### src/rtl/lau_pkg.sv
// Shared LAU types: comparator speed selection and the min/max stage states.
package lau_pkg;

    typedef enum logic {
        SMALL,
        FAST
    } speed_e;

    typedef enum logic [1:0] {
        EMPTY,
        ACC,
        HOLD
    } minmax_state_e;

endpackage

### src/rtl/cmp_stream_minmax_cmp.sv
// CmpEQGE: unsigned equal / greater-or-equal comparator.
// FAST uses a flat magnitude compare; SMALL uses an LSB-to-MSB ripple chain.
module CmpEQGE
    import lau_pkg::*;
#(
    parameter int     width = 8,
    parameter speed_e speed = FAST
) (
    input  logic [width-1:0] A,
    input  logic [width-1:0] B,
    output logic             EQ,
    output logic             GE
);

    assign EQ = (A == B);

    generate
        if (speed == FAST) begin : g_fast
            assign GE = (A >= B);
        end else begin : g_small
            logic ge_r;
            // Ripple: a higher bit that differs decides, otherwise the lower result carries up.
            always_comb begin
                ge_r = 1'b1;
                for (int i = 0; i < width; i++) begin
                    ge_r = (A[i] & ~B[i]) | (~(A[i] ^ B[i]) & ge_r);
                end
            end
            assign GE = ge_r;
        end
    endgenerate

endmodule

### src/rtl/cmp_stream_minmax.sv
// cmp_stream_minmax: per-packet running max/min, element count and all-equal
// tracking over valid/ready streams.
// Optional macro LAU_MINMAX_INDEX_EN adds OutMaxIdx/OutMinIdx (first-occurrence
// positions of the extremes).
//
// state | meaning
// EMPTY | no element of the current packet accepted yet
// ACC   | packet in progress, accumulating extremes
// HOLD  | packet complete, result presented on the output
module cmp_stream_minmax
    import lau_pkg::*;
#(
    parameter int     width    = 8,
    parameter int     cntWidth = 16,
    parameter bit     signed_  = 1'b0,
    parameter speed_e speed    = FAST
) (
    input  logic                CLK,
    input  logic                RST,
    input  logic                Clr,
    input  logic                InValid,
    output logic                InReady,
    input  logic [width-1:0]    InData,
    input  logic                InLast,
    output logic                OutValid,
    input  logic                OutReady,
    output logic [width-1:0]    OutMax,
    output logic [width-1:0]    OutMin,
    output logic [cntWidth-1:0] OutCount,
    output logic                OutAllEq,
`ifdef LAU_MINMAX_INDEX_EN
    output logic [cntWidth-1:0] OutMaxIdx,
    output logic [cntWidth-1:0] OutMinIdx,
`endif
    output logic                OutSat
);

    minmax_state_e       state_q, state_d;
    logic [width-1:0]    max_q, max_d, min_q, min_d;
    logic [cntWidth-1:0] cnt_q, cnt_d;
    logic                alleq_q, alleq_d, sat_q, sat_d;
`ifdef LAU_MINMAX_INDEX_EN
    logic [cntWidth-1:0] maxidx_q, maxidx_d, minidx_q, minidx_d;
`endif

    logic [width-1:0] cmp_in, cmp_max, cmp_min;
    logic             eq_max, ge_max, eq_min, ge_min;
    logic             accept, cnt_full;

    // Flipping the MSB maps two's-complement order onto unsigned order.
    assign cmp_in  = signed_ ? {~InData[width-1], InData[width-2:0]} : InData;
    assign cmp_max = signed_ ? {~max_q[width-1],  max_q[width-2:0]}  : max_q;
    assign cmp_min = signed_ ? {~min_q[width-1],  min_q[width-2:0]}  : min_q;

    CmpEQGE #(.width(width), .speed(speed)) u_cmp_max (
        .A (cmp_in),
        .B (cmp_max),
        .EQ(eq_max),
        .GE(ge_max)
    );

    CmpEQGE #(.width(width), .speed(speed)) u_cmp_min (
        .A (cmp_in),
        .B (cmp_min),
        .EQ(eq_min),
        .GE(ge_min)
    );

    assign InReady  = (state_q != HOLD);
    assign OutValid = (state_q == HOLD);
    assign accept   = InValid && InReady;
    assign cnt_full = &cnt_q;

    // Next-state and datapath update; Clr wins over any handshake.
    always_comb begin
        state_d = state_q;
        max_d   = max_q;
        min_d   = min_q;
        cnt_d   = cnt_q;
        alleq_d = alleq_q;
        sat_d   = sat_q;
`ifdef LAU_MINMAX_INDEX_EN
        maxidx_d = maxidx_q;
        minidx_d = minidx_q;
`endif
        if (Clr) begin
            state_d = EMPTY;
            max_d   = '0;
            min_d   = '0;
            cnt_d   = '0;
            alleq_d = 1'b0;
            sat_d   = 1'b0;
`ifdef LAU_MINMAX_INDEX_EN
            maxidx_d = '0;
            minidx_d = '0;
`endif
        end else begin
            case (state_q)
                EMPTY: begin
                    if (accept) begin
                        max_d   = InData;
                        min_d   = InData;
                        cnt_d   = cntWidth'(1);
                        alleq_d = 1'b1;
                        sat_d   = 1'b0;
`ifdef LAU_MINMAX_INDEX_EN
                        maxidx_d = '0;
                        minidx_d = '0;
`endif
                        state_d = InLast ? HOLD : ACC;
                    end
                end
                ACC: begin
                    if (accept) begin
                        // Strictly greater / strictly less so ties keep the earlier element.
                        if (ge_max && !eq_max) begin
                            max_d = InData;
`ifdef LAU_MINMAX_INDEX_EN
                            if (!sat_q) maxidx_d = cnt_q;
`endif
                        end
                        if (!ge_min) begin
                            min_d = InData;
`ifdef LAU_MINMAX_INDEX_EN
                            if (!sat_q) minidx_d = cnt_q;
`endif
                        end
                        // While alleq holds max==min, so checking both is equivalent to max alone.
                        alleq_d = alleq_q & eq_max & eq_min;
                        if (cnt_full) sat_d = 1'b1;
                        else          cnt_d = cnt_q + cntWidth'(1);
                        state_d = InLast ? HOLD : ACC;
                    end
                end
                HOLD: begin
                    if (OutReady) state_d = EMPTY;
                end
                default: state_d = EMPTY;
            endcase
        end
    end

    // State and result registers.
    always_ff @(posedge CLK or posedge RST) begin
        if (RST) begin
            state_q <= EMPTY;
            max_q   <= '0;
            min_q   <= '0;
            cnt_q   <= '0;
            alleq_q <= 1'b0;
            sat_q   <= 1'b0;
`ifdef LAU_MINMAX_INDEX_EN
            maxidx_q <= '0;
            minidx_q <= '0;
`endif
        end else begin
            state_q <= state_d;
            max_q   <= max_d;
            min_q   <= min_d;
            cnt_q   <= cnt_d;
            alleq_q <= alleq_d;
            sat_q   <= sat_d;
`ifdef LAU_MINMAX_INDEX_EN
            maxidx_q <= maxidx_d;
            minidx_q <= minidx_d;
`endif
        end
    end

    assign OutMax   = max_q;
    assign OutMin   = min_q;
    assign OutCount = cnt_q;
    assign OutAllEq = alleq_q;
    assign OutSat   = sat_q;
`ifdef LAU_MINMAX_INDEX_EN
    assign OutMaxIdx = maxidx_q;
    assign OutMinIdx = minidx_q;
`endif

endmodule
### config.mk
export PLATFORM = sky130hd
export DESIGN_NAME = cmp_stream_minmax
export DESIGN_NICKNAME = d
export VERILOG_FILES = /design/src/rtl/lau_pkg.sv /design/src/rtl/cmp_stream_minmax_cmp.sv /design/src/rtl/cmp_stream_minmax.sv
export SDC_FILE = /design/constraint.sdc
export NUM_CORES = 1
export LEC_CHECK = 0
export CORE_ASPECT_RATIO = 0.6
export CORE_UTILIZATION = 41
export CTS_CLUSTER_DIAMETER = 50
export DETAILED_ROUTE_END_ITERATION = 8
export GPL_TIMING_DRIVEN = 0
export PLACE_DENSITY = 0.78
export SYNTH_ARGS = -nofsm -noshare
export SYNTH_HDL_FRONTEND = slang
export SYNTH_SLANG_ARGS = --single-unit
export TNS_END_PERCENT = 100
### constraint.sdc
create_clock -name CLK -period 2.7 [get_ports CLK]
set_input_delay 0.81 -clock CLK [delete_from_list [all_inputs] [get_ports CLK]]
set_output_delay 0.81 -clock CLK [all_outputs]
set_load 0.02 [all_outputs]
# [Yosys cells after proc, flatten, opt, wreduce, memory -nomap -nowiden]
# Index checks and enable logic that the tools add are counted.
# W data, S select, Z words.
[totals] regBits=36 latch_bits=0 mem_bits_rw=0 rom_bits=0 in_bits=14 output_inout_bits=36 wordCells=65 mem_count=0
[classes] add_sub_neg=1 mul=0 div_mod_pow=0 order_cmp=2 eq_ne=13 shifts=0 muxes=28 bitwise_logic=2 reduce_logical=13
[op_table] cell="$mux W16" count=4
[op_table] cell="$mux W8" count=7
[op_table] cell="$pmux W16 S2" count=1
[op_table] cell="$pmux W8 S2" count=2
[op_table] cell="$ne A3 B3 Y1 const B" count=6
[op_table] cell="$add A16 B1 Y16 const B" count=1
[op_table] cell="$eq A8 B8 Y1" count=2
[op_table] cell="$ge A8 B8 Y1" count=2
[op_table] cell="$reduce_and A16 Y1" count=1
[op_table] cell="$reduce_and A4 Y1" count=4
[op_table] cell="$mux W2" count=4
[op_table] cell="$mux W1" count=7
[op_table] cell="$pmux W1 S2" count=2
[op_table] cell="$pmux W2 S2" count=1
[op_table] cell="$ne A3 B1 Y1 const B" count=1
[op_table] cell="$ne A3 B2 Y1 const B" count=1
[op_table] cell="$reduce_and A3 Y1" count=1
[op_table] cell="$reduce_bool A3 Y1" count=1
[op_table] cell="$and A1 B1 Y1" count=2
[op_table] cell="$eq A2 B1 Y1 const B" count=1
[op_table] cell="$eq A2 B2 Y1 const B" count=1
[op_table] cell="$logic_and A1 B1 Y1" count=2
[op_table] cell="$logic_not A2 Y1" count=1
[op_table] cell="$ne A2 B2 Y1 const B" count=1
[op_table] cell="3 further kinds" count=3

# [Longest topological paths before layout]
[depth] ltp_word=7 depth_mapped=8 mapped_depth_nobuf=7

# [Hierarchy]
# A second synthesis with hierarchy kept.
[hier_totals] hier_cells=236 hier_area_um2=2185.8
[modules_own_cells] mod="cmp_stream_minmax" instances=1 cells_per_inst=176 area_per_inst_um2=1770.4 seq_area_each_um2=900.9
[modules_own_cells] mod="CmpEQGE" instances=2 cells_per_inst=30 area_per_inst_um2=207.7 seq_area_each_um2=0.0

# [Worst setup path after synthesis]
# OpenSTA, ideal clock, no wires.
[synth_timing] kind="input to register" from="in InData[5]" to="reg min_q[0], in the netlist OutMin[0]" t_arrival_ps=2316 path_slack_ps=259 stages=6 path_buffers=0 path_cell_list="ha_1 -> a211oi_1 -> nor2_1 -> or3_4 -> o21ai_4 -> mux2_2"
[synth_via] elab_chain_cells=3
[synth_lines] element="start, declared" line="cmp_stream_minmax.sv:23" rtl="input logic [width-1:0] InData,"
[synth_lines] element="$ge A8 B8 Y1" line="cmp_stream_minmax_cmp.sv:19" rtl="assign GE = (A >= B);"
[synth_lines] element="$ne A3 B3 Y1 (no source line)"
[synth_lines] element="$reduce_and A4 Y1 (no source line)"
[synth_lines] element="end signal, assigned" line="cmp_stream_minmax.sv:159" rtl="min_q <= min_d;"
[synth_lines] element="end, declared" line="cmp_stream_minmax.sv:39" rtl="logic [width-1:0] max_q, max_d, min_q, min_d;"
# No other way between the ends.
# A chain may end at the register's enable or synchronous reset.

# [Worst setup path after layout]
[layout_timing] from="in InData[3]" to="reg max_q[2], in the netlist OutMax[2]"
[layout_via] elab_chain_cells=5
[layout_lines] element="branches (longest 2 deep; another with $ge A8 B8 Y1)"
[layout_lines] element="$logic_and A1 B1 Y1 (*)" line="cmp_stream_minmax.sv:116" rtl="if (ge_max && !eq_max) begin"
[layout_lines] element="$ne A3 B3 Y1 (no source line) (*)"
[layout_lines] element="$reduce_and A4 Y1 (no source line) (*)"
[layout_lines] element="end signal, assigned" line="cmp_stream_minmax.sv:158" rtl="max_q <= max_d;"
[layout_lines] element="end, declared" line="cmp_stream_minmax.sv:39"
# Every way passes the cells marked *.

==> metrics.md <==
| Metric | Value |
|---|---|
| Post-synth cell types | 51 |
| CTS tree | built |
| Via count | 1814 |
| Layout Area Growth over Synthesis | 32.3% |
| Site row count | 20 |
| Initial Util | 0.431 |
| Setup CP Type | input port to flop |
| Routed len/inst | 15.4 microns |
| Net count, final | 304 |
| First-pass GRT wire length | 8720 microns |
| Antenna violations before repair | 0 |
| Area contributors post-synth | dfrtp_1 (41%), ha_1 (9.6%), mux2_2 (9.2%) |
| Total CTS buffers | 5 |
| DP Worst Slack | -0.383 ns |
| Startpoint types | input port |
| DRC errors left | 0 |
| Clock skew | 0.0135 ns |
| Simple-Gate Fraction of Synth Area | 0.184 |
| Crit path largest cell delay | 0.45 ns |
| Hold_ws | 0.526 ns |
| Final core utilization | 0.570 |
| Post-synthesis mux area share | 0.0917 |
| Hold Buf Count CTS | 0 |
| CP Capture Type | flop |
| ANT cells | 0 |
| Clock sinks | 36 |
| Clock buffer depth | 2 |
| Asr flop ratio synth | 1.00 |
| Crit path cell chain | clkdlybuf4s50_1 -> ha_1 -> a21oi_1 -> nor2_1 -> nor4_2 -> o31a_1 -> buf_4 -> mux2_2 |
| Status | complete, no violations |
| Synth top cells by count | dfrtp_1 (36), inv_1 (20), nor2_1 (20) |
| Pwr dens | 448 mW/mm^2 |
| Hold Fails Final Rpt | 0 |
| Root Driver | clkbuf_8 |
| Area fraction of the dominant cell type after synthesis | 0.407 |
| Mean Syn Cell Area | 10.2 sq um |
| Slowest-stage cell, CP | clkdlybuf4s50_1 |
| Mapped Cells | 216 |
| Die ar. | 0.00570 sq mm |
| Ports | 50 |
| GP Congestion | 0.836 |
| Yosys warnings | 0 |
| Post-DP HPWL | 3750 microns |
| Period minus WS final | 2.57 ns |
| Post-synth top flop | dfrtp_1 |
| Setup violations, final | 0 |
| CP Max Fanout | 8 |
| Largest net degree at the start of global routing | 37 |
| Vias per inst | 5.34 |
| RSZ-0062 raised after global routing | no |
| Seq cells post-synth | 36 |
| Core ar. | 0.00513 sq mm |
| Port bufs | 48 |
| Cell family with most CP delay | buffers and inverters |
| Syn Nets | 247 |
| Synth Area in Adders | 0.0962 |
| WP data required | 2.88 ns |
| Slew Limit Fails | 0 |
| First drt pass iteration count | 4 |
| Grt ovf | 0 |
| Critical Path AT | 2.75 ns |
| Worst rel slew slack | 0.487 |
| Largest family of logic cells by synthesized area | simple AND/OR/NAND/NOR gates |
| Routed Antenna Nets | 0 |
| Compound-Gate Fraction of Synth Area | 0.144 |
| GRT Util Overall | 0.199 |
| Count leader, synth | dfrtp_1 |
| Clk_lat worst skew | 0.29 ns |
| CP bufs+invs | 2 |
| Reg clk slew, reported paths | 0.08 ns |
| Final WL | 5240 microns |
| Share of layout cells above drive strength 1 | 0.215 |
| Max_cap viols | 0 |
| Height of the die | 58.9 microns |
| Pleak | 1.32 nW |
| Cell accounting for the most synthesized area | dfrtp_1 |
| Die X | 96.8 microns |
| Hold Path Class | flop to flop |
| # H-tree levels | 2 |
| Number of DRC markers in iteration 0 | 113 |
| Period Utilization, post-route | 0.951 |
| Seq/Total Area, Yosys | 0.407 |
| Count of flip-flops with a built-in enable after synthesis | 0 |
| Worst slew pin tran | 0.768 ns |
| Max VDD drop | 0.227 mV |
| Peak Freq | 389 MHz |
| Vias in the first global route | 1753 |
| Mapped Area | 0.00221 sq mm |
| R2r setup slk | 0.60 ns |
| Worst setup margin | 0.132 ns |
| Post-Synth XOR/XNOR Area | 0.0198 |
sequential cells by signal, indices dropped and copies added, names as in the netlist:
signal,flops
OutAllEq,1
OutCount,16
OutSat,1
OutMin,8
state_q,2
OutMax,8
cell usage in the layout (no fill, tap or decap), drive strengths merged, types with 2 or more instances in the layout:
| master | instances |
|---|---|
| buf | 8 |
| o21ai | 3 |
| o2111ai | 2 |
| a31oi | 6 |
| nand4 | 5 |
| or2 | 2 |
| a31o | 4 |
| nand3 | 2 |
| dlymetal6s2s | 4 |
| and3 | 5 |
| nand2b | 2 |
| nand2 | 11 |
| xnor2 | 5 |
| nor3 | 2 |
| ha | 17 |
| nor2b | 9 |
| nor3b | 2 |
| mux2 | 18 |
| dfrtp | 36 |
| nor2 | 22 |
| a211oi | 6 |
| inv | 20 |
| and4 | 2 |
| a21oi | 9 |
| clkdlybuf4s50 | 44 |
| clkbuf | 9 |
| and2 | 4 |
| a41o | 2 |
worst min-delay path, cell delays in order (launching register included):
cell and delay (ns):
dfrtp_1 0.35, a21oi_1 0.06, nor2_1 0.08
path summary, 6_finish.rpt:
| check | from | endpoint | cells past startpoint |
|---|---|---|---|
| worst min-delay path | OutAllEq$_DFFE_PP0P_ | OutAllEq$_DFFE_PP0P_ | 2 |
| min in group asynchronous | RST | OutMax[2]$_DFFE_PP0P_ | 2 |
| worst max register to register | OutMin[5]$_DFFE_PP0P_ | OutMin[1]$_DFFE_PP0P_ | 8 |
| worst min register to register | OutAllEq$_DFFE_PP0P_ | OutAllEq$_DFFE_PP0P_ | 2 |
| max in group asynchronous | RST | OutCount[0]$_DFFE_PP0P_ | 2 |
| worst max-delay path | InData[3] | OutMax[2]$_DFFE_PP0P_ | 8 |
metrics by stage:
stage	cells	setup TNS (ns)	cell area (sq um)	power, W
after floorplan	216	0	2210	0.000789
after global placement	330	-5.38	2770	0.000909
after detailed placement	330	-5.54	2770	0.000915
after CTS	340	0	2870	0.00131
after global routing	340	0	2920	0.00138
final	340	0	2920	0.00131
repair_timing:
action	4_1_cts	5_1_grt
resized for setup	0	12
endpoints found under the setup margin	8	17
pin swaps	1	4
buffers inserted	2	0
cell families after synthesis:
| group | Yosys count |
|---|---|
| and+or+nand+nor | 72 |
| xor gates and xnor gates | 5 |
| AOI/OAI and AO/OA | 40 |
| muxes | 18 |
| DFF | 36 |
| buffers and inverters | 28 |
| adders and majority gates | 17 |
layout make-up:
type / instances / area [sq um]
Clock buffer: 7 / 76.3
Fill cell: 444 / 2210
Multi-Input combinational cell: 152 / 1220
Sequential cell: 36 / 901
Tap cell: 66 / 82.6
Buffer: 8 / 52.6
Timing Repair Buffer: 50 / 509
Inverter: 20 / 75.1
Clock inverter: 1 / 8.76
power by group:
group          leakage, nW  total (W)  internal, W  switching, W
Clock               0.0424   0.000388     0.000185      0.000204
Combinational        0.799   0.000328     0.000158      0.000171
Sequential           0.481   0.000595     0.000568     0.0000266
Total                 1.32    0.00131     0.000911      0.000401
layer usage:
layer | global-route usage | wire length (microns) | part of all wire | vias up
li1 | - | - | - | 887
met1 | 0.297 | 2860 | 0.55 | 870
met2 | 0.270 | 2050 | 0.39 | 52
met3 | 0.0606 | 270 | 0.051 | 5
met4 | 0.0725 | 59 | 0.011 | 0
met5 | 0 | 0 | 0 | -
No activity file was read; power rests on OpenSTA's default activity.
